### config.mk
export PLATFORM = sky130hd
export DESIGN_NAME = sat_counter
export DESIGN_NICKNAME = d
export VERILOG_FILES = /design/src/rtl/nibble_pattern_checker_sat_counter.sv
export SDC_FILE = /design/constraint.sdc
export NUM_CORES = 1
export LEC_CHECK = 0
export CAP_MARGIN = 20
export CORE_AREA = 5 5 42 44
export DETAILED_ROUTE_END_ITERATION = 6
export DIE_AREA = 0 0 47 49
export PLACE_DENSITY = 0.57
export REMOVE_ABC_BUFFERS = 1
export SYNTH_ARGS = -nofsm -noshare
export SYNTH_HDL_FRONTEND = slang
export SYNTH_SLANG_ARGS = --single-unit
### constraint.sdc
create_clock -name clk -period 4.6 [get_ports clk]
set_clock_uncertainty 0.05 [all_clocks]
set_input_delay 0.92 -clock clk [delete_from_list [all_inputs] [get_ports clk]]
set_output_delay 0.92 -clock clk [all_outputs]
set_load 0.01 [all_outputs]
### src/rtl/nibble_pattern_checker_sat_counter.sv
// Saturating up-counter: increments on inc, sticks at all-ones, cleared only by rst.
module sat_counter #(
  parameter int unsigned WIDTH = 8
) (
  input  logic             clk,
  input  logic             rst,
  input  logic             inc,
  output logic [WIDTH-1:0] count
);

  always_ff @(posedge clk or posedge rst) begin
    if (rst) begin
      count <= '0;
    end else if (inc && (count != '1)) begin
      count <= count + WIDTH'(1);
    end
  end

endmodule

Word-level counts from Yosys, hierarchy flattened
Cells that the tools add are included.
{"block": "totals", "ff_bits": 8, "output_inout_bits": 8}
{"block": "classes", "add_sub_neg": 1, "n_eq_ne": 1, "reduce_logical": 1}
{"op": "$add A8 B1 Y8 const B", "n": 1}
{"op": "$ne A8 B8 Y1 const B", "n": 1}
{"op": "$logic_and A1 B1 Y1", "n": 1}

Longest topological paths before layout
{"block": "depth", "word_depth": 2, "depth_mapped": 4, "ltp_nobuf": 4}

Worst setup path after synthesis
No wires, ideal clock.
{"block": "synth_timing", "kind": "input to register", "start": "input port inc", "end": "register count[7]", "setup_time_ns": 0.128, "arrival_ns": 1.494, "required_time_ns": 4.422, "setup_slack_ns": 2.929, "path_stages": 3, "path_buffers": 0, "cell_sequence": "nand3_1 nor3_1 mux2_1"}
{"block": "synth_between", "elab_chain_cells": 1}
{"item": "start: declaration", "line": "7", "text": "input logic inc,"}
{"item": "$logic_and A1 B1 Y1", "line": "14", "text": "end else if (inc && (count != '1)) begin"}
{"item": "end signal: assignment", "line": "15", "text": "count <= count + WIDTH'(1);"}
{"item": "end: declaration", "line": "8", "text": "output logic [WIDTH-1:0] count"}
No other way between the ends.
A chain may end at the register's enable or synchronous reset.

Worst setup path after layout
{"block": "layout_timing", "start": "register count[2]", "end": "output port count[2]"}
No word-level cell between the ends.

==> impl_summary.md <==
Drt
The routed length per placed instance is ~12 µm. The detailed router finished its first iteration with 11 violations. The first-pass detailed-route iteration total is 3. The average via count per standard cell is 5.27. In this run the remaining antenna-violating nets after routing total 0. The routed layout has approximately 350 vias. For this run, design rule violations remaining after detail routing come to 0. The total wire length after detailed routing is 833 µm.

GRT
The pin count of the biggest net entering global routing is 9. The first global-routing pass estimated 1500 µm of wire. The total overflow left after global routing is 0. The number of antenna violations at the first check in global routing is 0. The number of global-route vias before repair is around 340. The overall track demand over capacity in global routing is a little under a tenth.

Critical path
The worst path required time is 3630 ps. The length in cells of the worst reg-to-reg path is 4. The largest single stage delay on the critical path is 600 ps. Counting both buffers and inverters, the worst setup path holds a total of 1. The setup slack of the worst register-to-register path is 2960 ps.

STA classifies the critical path endpoint as an output port. The family of cells with the greatest summed delay on the critical path is buffers and inverters. The master of the slowest instance on the critical path is sky130_fd_sc_hd__clkdlybuf4s50_1. Traced cell by cell, the critical path runs through clkdlybuf4s50_1.

The class of the most critical setup path is reg2out. The startpoint class of the critical path is a flip-flop. The startpoint of the lowest-slack register-to-register path is count[0]$_DFFE_PP0P_.

The worst reg2reg path endpoint is count[1]$_DFFE_PP0P_. The critical-path maximum fanout is 8. The arrival time reported for the critical path endpoint is 1350 ps.

Hold path
The startpoint of the worst hold path is count[6]$_DFFE_PP0P_. The type of the most critical hold path is reg2reg. The hold-critical path endpoint is count[6]$_DFFE_PP0P_. The cell depth of the worst hold path is 1.

CTS
After clock tree synthesis, the flow added hold-fix buffers numbering 0. Post-CTS timing repair inserted 0 buffers for setup. The total clock buffers created by CTS is 3. The clock tree root driver cell is sky130_fd_sc_hd__clkbuf_4. The number of clock sinks seen by CTS is 8.

In this run the deepest clock path goes through 2 buffers. Clock-pin slew was measured on the worst setup and hold paths at 60 ps. In this run the number of H-tree levels came out at 1. The clock tree from TritonCTS is done. Gates resized during post-CTS repair numbered 0. For the worst-skew pair, the clock arrives at the later sink with an insertion delay of between 200 and 300 ps.

Status
The flow ran to the end, and the final reports show no timing, DRC or antenna violations.

Power
The net switching component of the power is 140 µW. The share of power burned in registers is 42.8%. Overall power consumption after layout is estimated at 364 µW. The combinational share of power is between 40% and 50%. The worst-case IR drop observed on VDD is 0.000324 V.

The switching fraction of total power is 38.4%. The internal power of the cells totals 224 µW. For this design the static power due to leakage is 0.000216 µW. The power per cell area is 648 nW/µm². The fraction of power consumed by the clock network is 15.2%.

Synthesis
The average footprint of a synthesized cell is 11.0 µm². The post-synthesis instance area is 419 µm². The area share of the largest cell type after synthesis is a little under half. The sequential-to-total area share from yosys stat is 47.8%. After synthesis, the most frequently instantiated cells are sky130_fd_sc_hd__dfrtp_1 (8), sky130_fd_sc_hd__nand2_1 (4), sky130_fd_sc_hd__mux2_1 (3), sky130_fd_sc_hd__nand3_1 (3), sky130_fd_sc_hd__nand4_1 (3). Synthesis inferred 8 register bits.

After synthesis, the cell types taking the most area are sky130_fd_sc_hd__dfrtp_1 (48%), sky130_fd_sc_hd__mux2_1 (8.1%), sky130_fd_sc_hd__nand4_4 (5.1%). Counting distinct cell types in the post-synthesis netlist gives 19. Among all cell types in the netlist, the one instantiated most often is sky130_fd_sc_hd__dfrtp_1. The gate count of the mapped netlist is 38. The cell taking the most area after synthesis is sky130_fd_sc_hd__dfrtp_1. The yosys synthesis warning count is 0. For this run, asynchronously set or reset flops after synthesis account for 100%. The number of synthesized flops with an enable pin is 0. The most frequently used flop master after synthesis is sky130_fd_sc_hd__dfrtp_1.

STA
For the pin with the worst max-slew slack, the measured transition is between 300 and 400 ps. The final number of hold-violating endpoints is 0. The worst pin sits at a relative slew slack of 78.7%. Across all hold checks on the routed design, the worst slack comes to 466 ps. The final critical path takes up 50.4% of the cycle. Setup repair after global routing left no endpoint under its margin. The final critical delay including setup and external delays is 2320 ps. The post-route setup TNS is 0 ps. For this run, the top clock speed supported by timing is 432 MHz. The final-report max-slew violation count is 0.

Setup violations remaining at the end of the flow were counted as 0. After layout, the worst setup slack is 2280 ps.

Floorplan
The floorplan step defined a core boundary enclosing 1400 µm². The initial core utilization is between 20% and 30%. The overall die height is 49 µm. The die span in x is 47 µm.

The die outline area is ~2300 µm². The I/O pin total is 11. The floorplan has 14 rows.

Layout
The flip-flop count of the largest register, all copies and words added is 8. The signed area change from the synthesized netlist to the final layout is 34.0%. The sequential cell area is 200 µm². The largest registers in the layout are count x8.

The fraction of final layout cells with drive strength greater than 1 is 11.8%. Once layout is complete, the cells apart from fillers number 67. The filler cells instantiated in the layout total 147. The repair_antennas step left the layout with diodes totalling 0. The area occupied by multi-input gates is 215 µm².

The final layout contains 57 nets. count holds more flip-flops than any other register.

Placement
At the placement stage, the worst setup path has a slack of roughly 2200 ps. The final RePlAce weighted congestion is between 0.7 and 0.8. The half-perimeter wire length after detailed placement is 620 µm. The count of port buffers added during placement is 10. The count of placed standard cells including taps is 64.

Flow run
The max-cap violation count is 0.
[worst register-to-register path, stage by stage, from the launching register on]
cell and delay, ps:
sky130_fd_sc_hd__dfrtp_1 440, sky130_fd_sc_hd__ha_1 290, sky130_fd_sc_hd__nand4_4 170, sky130_fd_sc_hd__o21ai_2 230, sky130_fd_sc_hd__mux2_1 330
[cell families (layout without fill, tap and decap cells)]
kind of cell | count (synthesis) | in the layout | share of synthesized area, %
AOI/OAI and AO/OA | 8 | 8 | 14.6
DFF | 8 | 8 | 47.8
buffers and inverters | 1 | 14 | 0.895
muxes | 4 | 4 | 10.7
adders and majority gates | 1 | 1 | 2.98
and+or+nand+nor | 15 | 15 | 20.9
xor gates and xnor gates | 1 | 1 | 2.09
[power groups by stage]
| stage | Sequential [µW] | Clock [µW] | Combinational (µW) |
|---|---|---|---|
| 2_1_floorplan | 163 | 0 | 65.9 |
| 3_3_place_gp | 157 | 0 | 154 |
| 3_5_place_dp | 157 | 0 | 155 |
| 4_1_cts | 156 | 57.0 | 156 |
| 5_1_grt | 164 | 60.6 | 170 |
| 6_report | 156 | 55.2 | 153 |
[cell type report]
cell class / count / area share [%]
repair buffers: 10 / 17.8
clock buffers: 3 / 4.01
multi-input cells: 29 / 38.3
inverters: 1 / 0.668
well taps: 16 / 3.56
flip-flops and latches: 8 / 35.6
[cells in the final DEF, fill, tap and decap left out]
| master | instances |
|---|---|
| sky130_fd_sc_hd__clkbuf_4 | 3 |
| sky130_fd_sc_hd__clkdlybuf4s50_1 | 10 |
| sky130_fd_sc_hd__o21ai_1 | 1 |
| sky130_fd_sc_hd__nand2_1 | 4 |
| sky130_fd_sc_hd__ha_1 | 1 |
| sky130_fd_sc_hd__nand4_4 | 1 |
| sky130_fd_sc_hd__nor2_1 | 2 |
| sky130_fd_sc_hd__o21bai_1 | 2 |
| sky130_fd_sc_hd__a21boi_1 | 1 |
| sky130_fd_sc_hd__inv_1 | 1 |
| sky130_fd_sc_hd__dfrtp_1 | 8 |
| sky130_fd_sc_hd__xnor2_1 | 1 |
| sky130_fd_sc_hd__a21oi_1 | 1 |
| sky130_fd_sc_hd__mux2_1 | 3 |
| sky130_fd_sc_hd__nand3_1 | 3 |
| sky130_fd_sc_hd__nor3_1 | 2 |
| sky130_fd_sc_hd__mux2_2 | 1 |
| sky130_fd_sc_hd__nand4_1 | 3 |
| sky130_fd_sc_hd__o21ai_2 | 1 |
| sky130_fd_sc_hd__o31a_1 | 1 |
| sky130_fd_sc_hd__o2111a_1 | 1 |
[through the flow]
step	area [µm²]	util, %
floorplan	419	-
global placement	539	38.5
detailed placement	539	38.5
CTS	562	40.1
global route	562	40.1
finish	562	40.1
[layer usage]
layer  global-route usage (%)  vias to the layer above  routed length (µm)
li1                         -                      171                   -
met1                     12.1                      168                 415
met2                     11.5                        9                 350
met3                     2.21                        5                  28
met4                     8.29                        0                  38
met5                        0                        -                   0
[worst max-delay path by stage]
| stage | start | endpoint | slack (ps) | cells past startpoint |
|---|---|---|---|---|
| after floorplan | inc | count[7]$_DFFE_PP0P_ | 2930 | 3 |
| after global placement | inc | count[7]$_DFFE_PP0P_ | 2250 | 4 |
| after detailed placement | inc | count[7]$_DFFE_PP0P_ | 2230 | 4 |
| after CTS | count[2]$_DFFE_PP0P_ | count[2] | 2270 | 1 |
| after global routing | count[2]$_DFFE_PP0P_ | count[2] | 2220 | 1 |
| final | count[2]$_DFFE_PP0P_ | count[2] | 2280 | 1 |
Note: power is estimated with default switching activity, not from simulation.
